### config.mk
export PLATFORM = sky130hd
export DESIGN_NAME = seg_scan_driver
export DESIGN_NICKNAME = d
export VERILOG_FILES = /design/src/rtl/seg_scan_driver.sv
export SDC_FILE = /design/constraint.sdc
export NUM_CORES = 1
export LEC_CHECK = 0
export ABC_AREA = 1
export BUFFER_PORTS_ARGS = -buffer_cell sky130_fd_sc_hd__buf_2
export CORE_UTILIZATION = 43
export DETAILED_ROUTE_END_ITERATION = 8
export PLACE_DENSITY = 0.57
export SYNTH_ARGS = -nofsm -noshare
export SYNTH_HDL_FRONTEND = slang
export SYNTH_SLANG_ARGS = --single-unit
export TNS_END_PERCENT = 20
### constraint.sdc
create_clock -name clk -period 5.6 [get_ports clk]
set_input_delay 1.12 -clock clk [delete_from_list [all_inputs] [get_ports clk]]
set_output_delay 1.12 -clock clk [all_outputs]
set_load 0.01 [all_outputs]
### src/rtl/seg_scan_driver.sv
// Time-multiplexed driver for an 8-digit common-anode seven-segment display.
// Each digit slot is a short blanking gap followed by an ON window. New values
// are captured into a shadow set on load_i and copied into the displayed
// (active) set only at the end of a full frame, so a frame never mixes old and
// new data. All outputs are registered.
module seg_scan_driver #(
  parameter logic [19:0] SCAN_CNT_MAX = 20'd99_999,  // ON cycles per digit minus 1
  parameter logic [19:0] BLANK_CNT    = 20'd999      // blank cycles per digit minus 1
) (
  input  logic        clk,
  input  logic        rst,
  input  logic [31:0] data_i,
  input  logic [7:0]  dp_i,
  input  logic [7:0]  en_i,
  input  logic        load_i,
  output logic [6:0]  seg_o,
  output logic        dp_o,
  output logic [7:0]  an_o,
  output logic        frame_o
);

  typedef enum logic {
    ST_BLANK = 1'b0,
    ST_ON    = 1'b1
  } state_t;

  // Scan control
  state_t      state_q, state_d;
  logic [19:0] cnt_q, cnt_d;
  logic [2:0]  idx_q, idx_d;
  logic        frame_end;

  // Shadow set (written by load_i) and active set (what is on the display)
  logic [31:0] shadow_data_q;
  logic [7:0]  shadow_dp_q;
  logic [7:0]  shadow_en_q;
  logic [31:0] active_data_q;
  logic [7:0]  active_dp_q;
  logic [7:0]  active_en_q;

  // Per-digit views of the active set, selected by the upcoming digit index
  logic [3:0]  nibble [8];
  logic [7:0]  digit_sel;
  logic [3:0]  cur_nibble;
  logic        cur_en;
  logic        cur_dp;

  // Next values for the registered outputs
  logic [7:0]  an_d;
  logic [6:0]  seg_d;
  logic        dp_d;

  // Hex nibble to active-low {g,f,e,d,c,b,a}
  function automatic logic [6:0] hex_to_seg(input logic [3:0] nib);
    logic [6:0] seg;
    case (nib)
      4'h0:    seg = 7'h40;
      4'h1:    seg = 7'h79;
      4'h2:    seg = 7'h24;
      4'h3:    seg = 7'h30;
      4'h4:    seg = 7'h19;
      4'h5:    seg = 7'h12;
      4'h6:    seg = 7'h02;
      4'h7:    seg = 7'h78;
      4'h8:    seg = 7'h00;
      4'h9:    seg = 7'h10;
      4'hA:    seg = 7'h08;
      4'hB:    seg = 7'h03;
      4'hC:    seg = 7'h46;
      4'hD:    seg = 7'h21;
      4'hE:    seg = 7'h06;
      default: seg = 7'h0E;
    endcase
    return seg;
  endfunction

  // Split the active word into digits and build a one-hot of the next digit
  for (genvar gi = 0; gi < 8; gi++) begin : g_digit
    assign nibble[gi]    = active_data_q[4*gi +: 4];
    assign digit_sel[gi] = (idx_d == 3'(gi));
  end

  assign cur_nibble = nibble[idx_d];
  assign cur_en     = active_en_q[idx_d];
  assign cur_dp     = active_dp_q[idx_d];

  // The last ON cycle of digit 7 closes the frame
  assign frame_end = (state_q == ST_ON) && (cnt_q == SCAN_CNT_MAX) && (idx_q == 3'd7);

  // Next-state logic for the blank/ON scan sequence
  always_comb begin
    state_d = state_q;
    cnt_d   = cnt_q + 20'd1;
    idx_d   = idx_q;
    case (state_q)
      ST_BLANK: begin
        if (cnt_q == BLANK_CNT) begin
          state_d = ST_ON;
          cnt_d   = 20'd0;
        end
      end
      default: begin
        if (cnt_q == SCAN_CNT_MAX) begin
          state_d = ST_BLANK;
          cnt_d   = 20'd0;
          idx_d   = idx_q + 3'd1;
        end
      end
    endcase
  end

  // Output values for the state being entered; a disabled digit stays dark.
  // The active set is stable whenever ST_ON is entered, since it only changes
  // on the edge that enters ST_BLANK.
  always_comb begin
    an_d  = 8'hFF;
    seg_d = 7'h7F;
    dp_d  = 1'b1;
    if ((state_d == ST_ON) && cur_en) begin
      an_d  = ~digit_sel;
      seg_d = hex_to_seg(cur_nibble);
      dp_d  = ~cur_dp;
    end
  end

  // Scan FSM with registered outputs, updated on the same edge as state/idx
  always_ff @(posedge clk or posedge rst) begin
    if (rst) begin
      state_q <= ST_BLANK;
      cnt_q   <= 20'd0;
      idx_q   <= 3'd0;
      an_o    <= 8'hFF;
      seg_o   <= 7'h7F;
      dp_o    <= 1'b1;
      frame_o <= 1'b0;
    end else begin
      state_q <= state_d;
      cnt_q   <= cnt_d;
      idx_q   <= idx_d;
      an_o    <= an_d;
      seg_o   <= seg_d;
      dp_o    <= dp_d;
      frame_o <= frame_end;
    end
  end

  // Shadow capture on load; active takes the pre-edge shadow at frame end
  always_ff @(posedge clk or posedge rst) begin
    if (rst) begin
      shadow_data_q <= 32'd0;
      shadow_dp_q   <= 8'd0;
      shadow_en_q   <= 8'd0;
      active_data_q <= 32'd0;
      active_dp_q   <= 8'd0;
      active_en_q   <= 8'd0;
    end else begin
      if (load_i) begin
        shadow_data_q <= data_i;
        shadow_dp_q   <= dp_i;
        shadow_en_q   <= en_i;
      end
      if (frame_end) begin
        active_data_q <= shadow_data_q;
        active_dp_q   <= shadow_dp_q;
        active_en_q   <= shadow_en_q;
      end
    end
  end

endmodule

# Word level (Yosys, flattened, before mapping)
# Memory sizes are Yosys's and may differ from the RTL's.
# Index checks and enable logic that the tools add are counted.
[classes]
n_bitwise = 3
shifts = 0
div_mod_pow = 0
magnitude_cmp = 2
mul = 0
reduce_logical = 4
n_mux = 18
eq_ne = 10
n_addsub = 2
[ops]
columns = ["cell", "count"]
rows = [
  ["$mux 20", 3],
  ["$add 20x1->20 const B", 1],
  ["$eq 20x10->1 const B", 1],
  ["$eq 20x17->1 const B", 1],
  ["$eq 3x3->1 const B", 5],
  ["$bmux 4 s3", 1],
  ["$mux 4", 2],
  ["$mux 8", 1],
  ["$not 8->8", 1],
  ["$mux 7", 1],
  ["$bmux 1 s3", 2],
  ["$eq 3x2->1 const B", 2],
  ["$mux 1", 6],
  ["$mux 3", 2],
  ["$ge 4x4->1 const B", 1],
  ["$lt 3x4->1 const B", 1],
  ["$not 3->4", 1],
  ["$add 3x1->3 const B", 1],
  ["$eq 3x1->1 const B", 1],
  ["$logic_and 1x1->1", 3],
  ["$logic_not 3->1", 1],
  ["$not 1->1", 1],
]
[totals]
ff_bits = 137
rom_bits = 112
latchBits = 0
mem_count = 1
elab_cells = 53
ram_bits = 0
out_inout_bits = 17
[memory_table]
columns = ["name", "words", "width", "rd", "rd_ports_with_merged_regs", "wr", "line", "rtl"]
rows = [
  ["(name not given)", 16, 7, 1, 0, 0, "56", "case (nib)"],
]

# Logic depth before layout (Yosys ltp)
# An unclocked memory read counts as a cell.
[depth]
word_depth = 9
depth_mapped = 20
depth_no_buf = 19

# Worst setup path after synthesis
# OpenSTA, ideal clock, no wires.
[synth_path]
kind = "flip-flop to flip-flop"
startpoint = "register cnt_q[0]"
endpoint = "register seg_o[0]"
setup_ns = 0.084
n_path_buf = 2
setup_slack_ns = 3.236
arrival_time_ns = 2.280
stages_incl_launch_ff = 18
required_time_ns = 5.516
period_less_slack_ns = 2.364
cell_sequence = "dfrtp_1 -> ha_1 -> nand3_1 -> nor2_1 -> nand4_1 -> nand2_2 -> buf_6 -> buf_6 -> nand2_1 -> nand2_1 -> nand2_1 -> nand3_1 -> nand2_1 -> ha_1 -> inv_1 -> nand3_1 -> nand3_1 -> nand3_1"
[synth_via]
elab_chain_cells = 9
[synth_lines]
columns = ["item", "line", "rtl"]
rows = [
  ["start: declaration", "29", "logic [19:0] cnt_q, cnt_d;"],
  ["start signal: assignment", "138", "cnt_q <= cnt_d;"],
  ["$eq 20x17->1 (*)", "103", "if (cnt_q == SCAN_CNT_MAX) begin"],
  ["$mux 3 (*)", "103", ""],
  ["$mux 3 (*)", "95", "case (state_q)"],
  ["named net idx_d[0]", "30", "logic [2:0] idx_q, idx_d;"],
  ["$not 3->4 (implied by the code)", "83", "assign cur_nibble = nibble[idx_d];"],
  ["$bmux 4 s3", "83", ""],
  ["$mux 4 (implied by the code) (2 in series)", "83", ""],
  ["$mem_v2 16x7", "--", ""],
  ["$mux 7 (*)", "119", "if ((state_d == ST_ON) && cur_en) begin"],
  ["named net seg_d[0]", "50", "logic [6:0] seg_d;"],
  ["end signal: assignment", "141", "seg_o <= seg_d;"],
  ["end: declaration", "16", "output logic [6:0] seg_o,"],
]
# The timed path passes the listed nets; every way through them passes the cells marked *. The select of a mux whose other input is x is not followed.
# A chain may end at the register's enable or synchronous reset.

# Worst setup path after layout
[layout_path]
startpoint = "register cnt_q[0]"
endpoint = "register seg_o[3]"
[layout_via]
elab_chain_cells = 9
[layout_lines]
columns = ["item", "line"]
rows = [
  ["$eq 20x17->1", "103"],
  ["$mux 3", "103"],
  ["$mux 3", "95"],
  ["$not 3->4 (implied by the code)", "83"],
  ["$bmux 4 s3", "83"],
  ["$mux 4 (implied by the code) (2 in series)", "83"],
  ["$mem_v2 16x7", "--"],
  ["$mux 7 (*)", "119"],
  ["named net seg_d[3]", "50"],
]
# Marked as above.

==> results.yml <==
drt:
  wl_per_cell_um: 12.59
  viasPerCell: 4.708
  drc_errors: 0
  drt_iter0_drc: 227
  num_vias: 4765
  antenna_left: 0
  drt-total-wl_mm: 12.74
  dr.pass1.iters: 5
final_layout:
  fillerInstances: 1385
  layout_commonest_cell: "nand2_1"
  drive_gt1_share_pct: 17.19
  layout.area.seq_um2: 3448
  fin_area_um2: 7338
  mostFrequentLayoutCells: "219 x nand2_1, 121 x dfrtp_1, 108 x inv_1"
  multiInputGateArea_um2: 2288
  antenna_cells: 0
  syn_to_final_growth_pct: 16.09
  fin_nets: 880
global_routing:
  grt_antenna_before_repair: 0
  grt_pass1_vias: 4668
  grt_usage_pct: 19.10
  grt_pass1_wl_mm: 22.37
  grt-ovfl-total: 0
  grt_max_degree: 98
floorplan:
  start_util_pct: 44.84
  boundaryPins: 68
  die_h_um: 123.2
  dieWidth_um: 123.2
  rows: 43
  core-area_um2: 14100
  dieArea_um2: 15190
clock_tree:
  clock-sinks: 137
  ctsResizeCount: 0
  clk_pin_slew_ns: 0.06
  post_cts_buffers: 0
  numCtsBuffers: 17
  cts_buffer_depth: 2
  clk_latency_ns: 0.42
  cts-htree-levels: 4
  cts_tree: "done"
  hold_buffers: 0
  cts.root.buffer_cell: "clkbuf_16"
timing:
  final-max-slew-violation-count: 0
  skew_ns: 0.007064
  fin_tns_setup_ns: 0
  relSlewSlack_pct: 45.46
  clock.fmax_mhz: 284.4
  rsz0062_at_grt: "no"
  worst_pin_slew_ns: 0.8182
  min_period_ns: 3.516
  hold_viol_final: 0
  setup_viol: 0
  period_share_pct: 62.78
worst_setup_path:
  r2r_setup_slack_ns: 2.08
  worstSetupStartpoint: "cnt_q[0]"
  endpoint_kind: "flop"
  worstSetupEndpoint: "seg_o[3]"
  r2r-start: "cnt_q[0]"
  path_class: "flop to flop"
  reg2reg_depth: 17
  arrival_ns: 3.84
  required_ns: 5.93
  worst-path-max-fanout: 31
  rr_endpoint: "seg_o[3]"
  startpoint_type: "flop"
logic_synthesis:
  syn-instance-count: 759
  ys.warnings.count: 0
  synth_seq_cells: 137
  synth.distinct_cells: 30
  yosysSeqAreaShare_pct: 54.55
  synth_nets: 819
  synth_area_um2: 6321
  syn_avg_cell_area_um2: 8.328
placed_design:
  gp_congestion: 0.8316
  placed_area_um2: 6769
  dp_hpwl_mm: 8.989
  io_buffers: 67
min_path:
  hold_class: "flop to flop"
power:
  p_leak_nw: 3.616
  p_per_area_nw_per_um2: 299.9
  irDropWorstVdd_uv: 203.7
flow_run:
  drv_cap: 0
run_status:
  outcome: "complete, no violations"
worst min-delay path by stage:
stage,start,end,slack [ns],depth (start not counted)
global placement,cnt_q[0],cnt_q[0],0.44,1
detailed placement,cnt_q[0],cnt_q[0],0.46,1
CTS,cnt_q[0],cnt_q[0],0.48,1
floorplan,cnt_q[0],cnt_q[0],0.43,1
finish,cnt_q[0],cnt_q[0],0.48,1
global route,active_data_q[23],active_data_q[23],0.50,2
power breakdown:
| group | switching (mW) | internal (mW) | total (mW) |
|---|---|---|---|
| clock network | 0.422 | 0.666 | 1.09 |
| registers | 0.00713 | 1.02 | 1.03 |
| logic | 0.0561 | 0.0277 | 0.0838 |
| total | 0.485 | 1.72 | 2.20 |
flip-flops by register name, indices dropped and copies added (netlist names):
| name | count |
|---|---|
| active_data_q | 32 |
| shadow_data_q | 32 |
| cnt_q | 20 |
| active_dp_q | 8 |
| active_en_q | 8 |
| an_o | 8 |
| shadow_dp_q | 8 |
| shadow_en_q | 8 |
| seg_o | 7 |
| idx_q | 3 |
| dp_o | 1 |
| frame_o | 1 |
| state_q | 1 |
synthesized netlist by cell type:
cell type | n | area, um2
nand3b_1 | 7 | 52.55
ha_1 | 9 | 112.6
o21ai_2 | 3 | 26.28
nor4_1 | 4 | 25.02
buf_1 | 1 | 3.750
nor2_2 | 3 | 18.77
dfrtp_1 | 121 | 3028
o21ai_1 | 6 | 30.03
nand2_4 | 1 | 11.26
nand2_2 | 7 | 43.79
nand3_4 | 1 | 17.52
inv_2 | 6 | 22.52
nor2_1 | 36 | 135.1
xor2_1 | 10 | 87.58
nor3_1 | 9 | 45.04
nand2_1 | 220 | 825.8
inv_1 | 109 | 409.1
o21ai_0 | 97 | 485.5
buf_4 | 2 | 15.01
nand3_1 | 41 | 205.2
nand3_2 | 2 | 20.02
buf_6 | 4 | 45.04
nand4_1 | 7 | 43.79
a21oi_1 | 6 | 30.03
o22ai_1 | 2 | 12.51
xnor2_1 | 4 | 35.03
buf_2 | 4 | 20.02
nor2_4 | 2 | 22.52
clkbuf_1 | 19 | 71.32
dfstp_2 | 16 | 420.4
cells by family (layout without fill, tap and decap cells):
kind of cell | Yosys count | count (layout) | synth area share [%]
AND/OR/NAND/NOR | 340 | 340 | 23.20
flip-flops | 137 | 137 | 54.55
buffers and inverters | 145 | 218 | 9.283
XOR/XNOR | 14 | 14 | 1.940
AO/OA/AOI/OAI | 114 | 114 | 9.244
adder cells (fa/ha/maj) | 9 | 9 | 1.782
critical path: stages (launching register included):
cell and delay [ns]:
dfrtp_1 0.37, ha_1 0.21, nand3_1 0.15, nor2_1 0.27, nand4_1 0.51, nand2_2 0.62, inv_1 0.17, nand2_1 0.09
nand2_1 0.06, nand2_1 0.05, nand3_1 0.06, nand2_1 0.21, inv_1 0.12, ha_1 0.24, nand2_2 0.09, nand2_1 0.06
nand2_1 0.06, nand3_1 0.08
layout make-up:
class,count,area share (%)
clock buffer,21,6.138
tap,180,3.069
inverter,115,5.916
timing repair buffer,72,5.081
sequential,137,46.99
clock inverter,10,1.620
multi-input combinational,477,31.18
layer usage:
layer / global-route usage [%] / routed length, um / vias to the layer above
li1: - / - / 2493
met5: 0 / 0 / -
met2: 28.42 / 5629 / 62
met1: 26.97 / 6546 / 2197
met3: 4.935 / 419 / 13
met4: 6.551 / 142 / 0
metrics by stage:
stage	setup slack [ns]	instances	utilization [%]	hold WS, ns	power, mW
2_1_floorplan	0.8387	759	-	0.4331	1.097
3_3_place_gp	2.329	981	48.02	0.4431	1.130
3_5_place_dp	2.136	981	48.02	0.4628	1.133
4_1_cts	2.097	1012	52.06	0.4779	2.230
5_1_grt	1.659	1012	52.06	0.5021	2.287
6_report	2.084	1012	52.06	0.4760	2.201
No activity file was read; power rests on OpenSTA's default activity.
